$ cat config.mk
export PLATFORM = sky130hd
export DESIGN_NAME = bus_sram_bridge_flat
export DESIGN_NICKNAME = d
export VERILOG_FILES = /design/src/rtl/bus_sram_bridge_pkg.sv /design/src/rtl/bus_sram_bridge_if.sv /design/src/rtl/bus_strobe_merge.sv /design/src/rtl/bus_sram_bridge.sv /design/src/flat_wrapper.sv
export SDC_FILE = /design/constraint.sdc
export NUM_CORES = 1
export LEC_CHECK = 0
export ABC_CLOCK_PERIOD_IN_PS = 4380
export BUFFER_PORTS_ARGS = -buffer_cell sky130_fd_sc_hd__buf_4
export CORE_MARGIN = 8
export CORE_UTILIZATION = 25
export DETAILED_ROUTE_END_ITERATION = 6
export PLACE_DENSITY = 0.42
export SLEW_MARGIN = 5
export SYNTH_ARGS = -nofsm -noshare
export SYNTH_HDL_FRONTEND = slang
export SYNTH_SLANG_ARGS = --single-unit
$ cat constraint.sdc
create_clock -name clk -period 4.38 [get_ports clk]
set_input_delay 1.314 -clock clk [delete_from_list [all_inputs] [get_ports clk]]
set_output_delay 1.314 -clock clk [all_outputs]
set_load 0.02 [all_outputs]
$ cat src/rtl/bus_sram_bridge_pkg.sv
// Shared bus definitions: command encoding and address-offset helper used by
// bus slaves that map a byte-addressed bus onto word-addressed memories.
package bus_sram_bridge_pkg;

  typedef enum logic {
    BUS_READ  = 1'b0,
    BUS_WRITE = 1'b1
  } bus_cmd_t;

  // Number of byte-address bits below a DW-bit word.
  function automatic int unsigned byte_off(input int unsigned dw);
    return $clog2(dw / 8);
  endfunction

endpackage

$ cat src/rtl/bus_sram_bridge_if.sv
// Bus transaction interface (valid/ready request and response channels) and
// synchronous single-port SRAM interface with one-cycle read latency.
interface bus_trans_if_t
  import bus_sram_bridge_pkg::*;
#(
  parameter int unsigned AW = 32,
  parameter int unsigned DW = 32
);
  typedef struct packed {
    bus_cmd_t            cmd;
    logic [AW-1:0]       addr;
    logic [DW-1:0]       data;
    logic [DW/8-1:0]     strb;
  } req_pkt_t;

  typedef struct packed {
    logic [DW-1:0] data;
    logic          ok;
  } rsp_pkt_t;

  logic     req_vld;
  logic     req_rdy;
  req_pkt_t req_pkt;
  logic     rsp_vld;
  logic     rsp_rdy;
  rsp_pkt_t rsp_pkt;

  modport slave  (input  req_vld, req_pkt, rsp_rdy, output req_rdy, rsp_vld, rsp_pkt);
  modport master (output req_vld, req_pkt, rsp_rdy, input  req_rdy, rsp_vld, rsp_pkt);
endinterface

interface sram_if_t #(
  parameter int unsigned AW = 15,
  parameter int unsigned DW = 32
);
  logic [AW-1:0] addr;
  logic          wen;
  logic [DW-1:0] wdata;
  logic [DW-1:0] rdata;

  modport master (output addr, wen, wdata, input  rdata);
  modport slave  (input  addr, wen, wdata, output rdata);
endinterface

$ cat src/rtl/bus_strobe_merge.sv
// Byte-lane merge: each byte comes from new_data when its strobe bit is set,
// otherwise from old_data. Shared by bus slaves doing read-modify-write.
module bus_strobe_merge #(
  parameter int unsigned DW = 32
) (
  input  logic [DW-1:0]   old_data,
  input  logic [DW-1:0]   new_data,
  input  logic [DW/8-1:0] strobe,
  output logic [DW-1:0]   merged
);

  always_comb begin
    merged = old_data;
    for (int unsigned i = 0; i < DW / 8; i++) begin
      if (strobe[i]) merged[i*8 +: 8] = new_data[i*8 +: 8];
    end
  end

endmodule

$ cat src/rtl/bus_sram_bridge.sv
// Bridges the bus transaction protocol onto a synchronous single-port SRAM,
// one transaction at a time, with read-modify-write for partial strobes.
module bus_sram_bridge
  import bus_sram_bridge_pkg::*;
#(
  parameter int unsigned   AW        = 32,
  parameter int unsigned   DW        = 32,
  parameter int unsigned   SRAM_AW   = 15,
  parameter logic [AW-1:0] BASE_ADDR = '0
) (
  input  logic          clk,
  input  logic          rst_n,
  bus_trans_if_t.slave  bus,
  sram_if_t.master      sram
);

  localparam int unsigned OFF = byte_off(DW);
  localparam int unsigned NB  = DW / 8;

  typedef enum logic [1:0] {IDLE, RD, RMW, RSP} state_t;

  state_t               state;
  bus_cmd_t             cmd_q;
  logic [SRAM_AW-1:0]   waddr_q;
  logic [DW-1:0]        data_q;
  logic [NB-1:0]        strb_q;
  logic                 in_range_q;

  logic [SRAM_AW-1:0]   addr_q, addr_d;
  logic [DW-1:0]        wdata_q, wdata_d;
  logic                 wen_d;
  logic [DW-1:0]        merged;

  logic                 rsp_vld_q;
  logic [DW-1:0]        rsp_data_q;
  logic                 rsp_ok_q;

  logic                 req_fire;
  logic                 req_wr;
  logic                 req_in_range;
  logic                 req_full;
  logic                 req_none;
  logic [AW-1:0]        req_off;
  logic [SRAM_AW-1:0]   req_waddr;

  assign req_fire     = (state == IDLE) && bus.req_vld;
  assign req_wr       = (bus.req_pkt.cmd == BUS_WRITE);
  assign req_off      = bus.req_pkt.addr - BASE_ADDR;
  assign req_in_range = ((req_off >> (SRAM_AW + OFF)) == '0);
  assign req_waddr    = SRAM_AW'(req_off >> OFF);
  assign req_full     = &bus.req_pkt.strb;
  assign req_none     = ~|bus.req_pkt.strb;

  assign bus.req_rdy  = (state == IDLE);
  assign bus.rsp_vld  = rsp_vld_q;
  assign bus.rsp_pkt  = {rsp_data_q, rsp_ok_q};

  assign sram.addr    = addr_d;
  assign sram.wdata   = wdata_d;
  assign sram.wen     = wen_d;

  bus_strobe_merge #(.DW(DW)) u_merge (
    .old_data (sram.rdata),
    .new_data (data_q),
    .strobe   (strb_q),
    .merged   (merged)
  );

  // SRAM address/data follow the request in the accept cycle, the latched
  // request during the RMW write, and otherwise hold their last driven value.
  always_comb begin
    addr_d  = addr_q;
    wdata_d = wdata_q;
    wen_d   = 1'b0;
    if (req_fire && req_in_range) begin
      if (!req_wr || !req_none) addr_d = req_waddr;
      if (req_wr && req_full) begin
        wdata_d = bus.req_pkt.data;
        wen_d   = 1'b1;
      end
    end else if (state == RMW) begin
      addr_d  = waddr_q;
      wdata_d = merged;
      wen_d   = 1'b1;
    end
  end

  always_ff @(posedge clk or negedge rst_n) begin
    if (!rst_n) begin
      addr_q  <= '0;
      wdata_q <= '0;
    end else begin
      addr_q  <= addr_d;
      wdata_q <= wdata_d;
    end
  end

  always_ff @(posedge clk or negedge rst_n) begin
    if (!rst_n) begin
      state      <= IDLE;
      cmd_q      <= BUS_READ;
      waddr_q    <= '0;
      data_q     <= '0;
      strb_q     <= '0;
      in_range_q <= 1'b0;
      rsp_vld_q  <= 1'b0;
      rsp_data_q <= '0;
      rsp_ok_q   <= 1'b0;
    end else begin
      case (state)
        IDLE: begin
          if (bus.req_vld) begin
            cmd_q      <= bus.req_pkt.cmd;
            waddr_q    <= req_waddr;
            data_q     <= bus.req_pkt.data;
            strb_q     <= bus.req_pkt.strb;
            in_range_q <= req_in_range;
            if (req_in_range && !req_wr) begin
              state <= RD;
            end else if (req_in_range && !req_full && !req_none) begin
              state <= RMW;
            end else begin
              rsp_vld_q  <= 1'b1;
              rsp_data_q <= '0;
              rsp_ok_q   <= req_in_range;
              state      <= RSP;
            end
          end
        end
        RD: begin
          rsp_vld_q  <= 1'b1;
          rsp_data_q <= (cmd_q == BUS_READ) ? sram.rdata : '0;
          rsp_ok_q   <= in_range_q;
          state      <= RSP;
        end
        RMW: begin
          rsp_vld_q  <= 1'b1;
          rsp_data_q <= '0;
          rsp_ok_q   <= in_range_q;
          state      <= RSP;
        end
        RSP: begin
          if (bus.rsp_rdy) begin
            rsp_vld_q <= 1'b0;
            state     <= IDLE;
          end
        end
        default: state <= IDLE;
      endcase
    end
  end

endmodule

$ cat src/flat_wrapper.sv
// flat-port wrapper written by rule: the top's interface ports become plain ports
module bus_sram_bridge_flat import bus_sram_bridge_pkg::*;
#(
  parameter int unsigned   AW        = 32,
  parameter int unsigned   DW        = 32,
  parameter int unsigned   SRAM_AW   = 15,
  parameter logic [AW-1:0] BASE_ADDR = '0
)
  (clk, rst_n, bus_req_vld, bus_req_pkt, bus_rsp_rdy, bus_req_rdy, bus_rsp_vld, bus_rsp_pkt, sram_addr, sram_wen, sram_wdata, sram_rdata);
  bus_trans_if_t #(.AW(AW), .DW(DW)) bus_i ();
  sram_if_t #(.AW(AW), .DW(DW)) sram_i ();
  input  logic clk;
  input  logic rst_n;
  input wire logic [$bits(bus_i.req_vld)-1:0] bus_req_vld;
  input wire logic [$bits(bus_i.req_pkt)-1:0] bus_req_pkt;
  input wire logic [$bits(bus_i.rsp_rdy)-1:0] bus_rsp_rdy;
  output wire logic [$bits(bus_i.req_rdy)-1:0] bus_req_rdy;
  output wire logic [$bits(bus_i.rsp_vld)-1:0] bus_rsp_vld;
  output wire logic [$bits(bus_i.rsp_pkt)-1:0] bus_rsp_pkt;
  output wire logic [$bits(sram_i.addr)-1:0] sram_addr;
  output wire logic [$bits(sram_i.wen)-1:0] sram_wen;
  output wire logic [$bits(sram_i.wdata)-1:0] sram_wdata;
  input wire logic [$bits(sram_i.rdata)-1:0] sram_rdata;
  assign bus_i.req_vld = bus_req_vld;
  assign bus_i.req_pkt = bus_req_pkt;
  assign bus_i.rsp_rdy = bus_rsp_rdy;
  assign bus_req_rdy = bus_i.req_rdy;
  assign bus_rsp_vld = bus_i.rsp_vld;
  assign bus_rsp_pkt = bus_i.rsp_pkt;
  assign sram_addr = sram_i.addr;
  assign sram_wen = sram_i.wen;
  assign sram_wdata = sram_i.wdata;
  assign sram_i.rdata = sram_rdata;
  bus_sram_bridge #(.AW(AW), .DW(DW), .SRAM_AW(SRAM_AW), .BASE_ADDR(BASE_ADDR)) u_core (.clk(clk), .rst_n(rst_n), .bus(bus_i), .sram(sram_i));
endmodule
Yosys cells after proc, flatten, opt, wreduce, memory -nomap -nowiden
Index checks and enable logic that the tools add are counted.
{"block": "word_totals", "in_bits": 105, "reg_bits": 136, "word_cells": 71, "output_inout_bits": 100}
{"block": "op_classes", "reduce_logical": 21, "eq_ne": 7, "n_mux": 32}
{"op": "2-to-1 mux 32 bit", "count": 7}
{"op": "case mux 32 bit (3 select lines)", "count": 1}
{"op": "2-to-1 mux 15 bit", "count": 3}
{"op": "zero test 32 bit", "count": 1}
{"op": "2-to-1 mux 8 bit", "count": 4}
{"op": "AND reduction 4 bit", "count": 4}
{"op": "2-to-1 mux 1 bit", "count": 11}
{"op": "!= test 2 bit, second input constant", "count": 4}
{"op": "logical AND 1 bit", "count": 6}
{"op": "2-to-1 mux 2 bit", "count": 3}
{"op": "case mux 2 bit (3 select lines)", "count": 1}
{"op": "== test 2 bit, second input constant", "count": 2}
{"op": "AND reduction 2 bit", "count": 2}
{"op": "OR reduction 4 bit", "count": 1}
{"op": "case mux 1 bit (3 select lines)", "count": 1}
{"op": "nonzero test 3 bit", "count": 1}
{"op": "== test 2 x 1 -> 1 bit, second input constant", "count": 1}
{"op": "zero test 1 bit", "count": 2}
{"op": "zero test 2 bit", "count": 1}
{"op": "case mux 1 bit (2 select lines)", "count": 1}
{"op": "nonzero test 2 bit", "count": 1}
{"op": "OR reduction 2 bit", "count": 1}
{"op": "logical OR 1 bit", "count": 1}

Logic depth before layout (Yosys ltp)
{"block": "depth", "ltp_word": 8, "ltp_mapped": 8, "mapped_depth_nobuf": 6}

Cells and area by module
A second synthesis with hierarchy kept.
{"block": "unflattened", "hier_cells": 752, "area_unflattened_um2": 7340.8}
{"mod": "bus_sram_bridge", "cells_per_inst": 716, "instances": 1, "area_each_um2": 6815.3, "seq_area_each_um2": 3403.3}
{"mod": "bus_strobe_merge", "cells_per_inst": 36, "instances": 1, "area_each_um2": 525.5, "seq_area_each_um2": 0.0}

Worst setup path before layout
Ideal clock, no wire load.
{"block": "synth_path", "kind": "input port to output port", "start": "in bus_req_pkt[55]", "end": "out sram_wdata[0]", "arrival_ns": 2.890, "path_stages": 5, "t_required_ns": 3.066, "setup_slack_ns": 0.176, "path_buffers": 1, "cell_sequence": "nor4_2 nand4_1 or3_1 buf_2 a311oi_1"}
{"block": "synth_between", "elab_chain_cells": 3}
{"element": "from (decl)", "line_no": "flat_wrapper.sv:15", "rtl": "input wire logic [$bits(bus_i.req_pkt)-1:0] bus_req_pkt;"}
{"element": "zero test 32 bit", "line_no": "bus_sram_bridge.sv:49", "rtl": "assign req_in_range = ((req_off >> (SRAM_AW + OFF)) == '0);"}
{"element": "logical AND 1 bit", "line_no": "bus_sram_bridge.sv:75", "rtl": "if (req_fire && req_in_range) begin"}
{"element": "2-to-1 mux 32 bit", "line_no": "bus_sram_bridge.sv:75"}
{"element": "to (decl)", "line_no": "flat_wrapper.sv:22", "rtl": "output wire logic [$bits(sram_i.wdata)-1:0] sram_wdata;"}
No other way between the ends.

Worst setup path after layout
{"block": "layout_path", "start": "in bus_req_pkt[59]", "end": "out sram_wdata[24]"}
The elaborated chain is that of the path after synthesis.

==> summary.txt <==
Outcome
  – Status: completed

Floorplan
  – Row count: 62
  – I/O Pins: 205
  – Die area: 0.0342 mm^2
  – Die Width: 185 um
  – Die Y: 185 um
  – Core region area: 0.0284 mm^2
  – Initial Utilization: 25.1%

Drt
  – Via count: 5973
  – Final ANT Viol Nets: 0
  – DRT iter0 DRCs: 314
  – Residual DRC count: 0
  – DRT Wirelength: 24.2 mm
  – Router iterations before antenna repair: 6
  – WL per Instance: 18.2 um
  – Vias per Instance: 4.49

Worst hold path
  – Cells on Worst Hold Path: 2
  – Worst min-delay path startpoint: u_core.data_q[28]$_DFFE_PN0P_
  – HP Class: flip-flop to flip-flop
  – Hold path endpoint: u_core.data_q[28]$_DFFE_PN0P_

Finish
  – Most common cell after layout, fill and taps aside: nand2_1
  – Antenna diodes: 0
  – Layout Nets: 1043
  – Area grow syn2layout: 42.8%
  – Finished Cell Area: 0.0102 mm^2
  – Most frequent cells in the layout: nand2_1, buf_4, dfrtp_1, inv_1, mux2_2
  – Layout cells sized above 1: 35.8%
  – Fill count: 2936

STA
  – Worst Max-Slew Pin Slew: 940 ps
  – Final Hold Fails: 0
  – Worst Clk Skew: 11.4 ps
  – Max-slew violations: 0
  – Final worst-path cycle share: 98.8%
  – Max Fclk: 231 MHz
  – RSZ-0062 raised after global routing: true
  – Post-layout min period: 4330 ps
  – Relative slew slack: 37.2%
  – Worst hold slack: 469 ps
  – Final setup fails: 0
  – Final setup TNS: 0 ps

Power and ir drop
  – Pwr dens: 795 mW/mm^2
  – Leakage: 4.99 nW
  – Maximum vdd drop: 0.267 mV
  – Total Power: 8.10 mW

Setup path
  – Reg2Reg Depth: 7
  – Worst flop-to-flop path endpoint: u_core.rsp_data_q[4]$_DFFE_PN0P_
  – Worst Path Required: 3070 ps
  – Setup CP Type: primary input to primary output
  – CP endpoint kind: primary output
  – FF-to-FF Start: u_core.state[0]$_DFFE_PN0P_
  – Reg2Reg Setup Slack: 1800 ps
  – Crit path arrival time: 3020 ps
  – CP Launch Type: primary input
  – Crit Path Max Fanout: 8

Placed design
  – Input/output buffers: 185
  – Placed cell areas: 0.00910 mm^2
  – GP Congestion: 0.733
  – Dpl hpwl: 16.0 mm

Global routing
  – GR Layer Usage met3: 3.43%
  – Number of global-route vias before repair: 6272
  – GRT Util Overall: 14.3%
  – Largest net degree at the start of global routing: 63
  – First-pass GRT wire length: 37.5 mm
  – Antenna violations before repair: 0
  – GRT Residual Overflow: 0
  – Grt met1 use: 19.4%
  – Most used routing layer in global routing: met2
  – Met2 Track Usage GR: 22.5%

Logic synthesis
  – Synth Flop Type: dfrtp_1
  – Cell count after synthesis: 749
  – Share of the synthesized area in the top cell type: 47.7%
  – Cell taking the most area after synthesis: dfrtp_1
  – YS warnings: 0
  – Sequential fraction of the synthesis area: 47.7%
  – Yosys cell types: 43
  – Ys async rst share: 100%
  – Number of synthesized flops with an enable pin: 0
  – Area contributors post-synth: dfrtp_1, nand2_1, a311oi_2
  – Syn_area_per_cell: 9.53 um^2
  – Syn Std Cell Area: 0.00714 mm^2
  – #FFs+latches synth: 136

Clocking
  – Maximum root-to-sink buffer count: 2
  – TritonCTS clock tree: built
  – Clock-pin transition on the worst setup and hold timing paths: 70 ps
  – Worst skew pair latency: 420 ps
  – CTS sink cnt: 136
  – # H-tree levels: 4
  – TritonCTS buffer count: 17
  – CTS Root Buffer Type: clkbuf_16

Run
  – # Max-Cap Violations: 0
report_power, final:
part / internal (mW) / switching [mW] / leakage (nW)
Combinational: 2.04 / 2.39 / 3.00
Clock: 0.906 / 0.613 / 0.289
Sequential: 1.84 / 0.309 / 1.70
worst max-delay path by stage:
stage                               start        endpoint  slack, ps  depth (start not counted)
after floorplan           bus_req_pkt[55]   sram_wdata[0]        180                          5
after global placement    bus_req_pkt[55]  sram_wdata[31]       -210                          7
after detailed placement  bus_req_pkt[55]  sram_wdata[31]       -270                          7
after CTS                 bus_req_pkt[59]  sram_wdata[13]         -3                          7
after global routing      bus_req_pkt[55]  sram_wdata[17]        -50                          7
final                     bus_req_pkt[59]  sram_wdata[24]         50                          7
critical path, cell delays in order:
cell      delay (ps)
buf_4            120
nor4_4           260
nand4_1          170
or3_4            460
buf_6            190
a311oi_2         290
buf_4            200
through the flow:
stage | cells | setup slack (ps) | util [%]
after detailed placement | 1289 | -273 | 32.1
after floorplan | 765 | 176 | -
after CTS | 1327 | -3.09 | 35.4
after global routing | 1331 | -45.6 | 35.9
after global placement | 1289 | -212 | 32.1
final | 1331 | 51.0 | 35.9
per-layer routing:
layer	share of wire, %	vias to the layer above
met1	47	2918
met4	0.71	0
met2	47	149
li1	-	2897
met3	5.1	9
met5	0	-
cell usage after synthesis, drive strengths merged (2+ instances only):
cell,instances
o21ai,4
nand4,2
nor2,2
nor4,36
a211o,15
mux2,34
a22oi,15
nand2,222
a211oi,32
buf,42
inv,69
dfrtp,136
clkbuf,38
a311oi,32
mux2i,32
ha,4
and4,2
nand3,2
and3,15
flip-flops by register name, indices dropped and copies added (netlist names):
register	flops
u_core.in_range_q	1
u_core.bus.rsp_vld	1
u_core.wdata_q	32
u_core.cmd_q	1
u_core.state	2
u_core.strb_q	4
u_core.addr_q	15
u_core.rsp_data_q	32
u_core.rsp_ok_q	1
u_core.data_q	32
u_core.waddr_q	15
what timing repair did:
item | in CTS | in global routing
resized for setup | 43 | 14
setup endpoints to repair | 34 | 32
buffers inserted | 6 | 4
pin swaps | 21 | 9
hold buffers | 0 | 0
kinds of logic (layout without fill, tap and decap cells):
family	count (synthesis)	after routing	synth area share (%)
other	1	17	0.0526
adders and majority gates	4	4	0.701
buffers and inverters	149	331	9.49
AOI/OAI and AO/OA	107	107	14.6
and+or+nand+nor	286	286	17.7
DFF	136	136	47.7
muxes	66	66	9.85
layout make-up:
class	count	area [um^2]	share of cell area, %
Tap cell	384	480	4.71
Sequential cell	136	3400	33.4
Inverter	69	259	2.54
Multi-Input combinational cell	480	3450	33.9
Clock inverter	13	171	1.68
Timing Repair Buffer	230	1990	19.6
Clock buffer	19	433	4.25
Power figures use the tool's default switching activity.
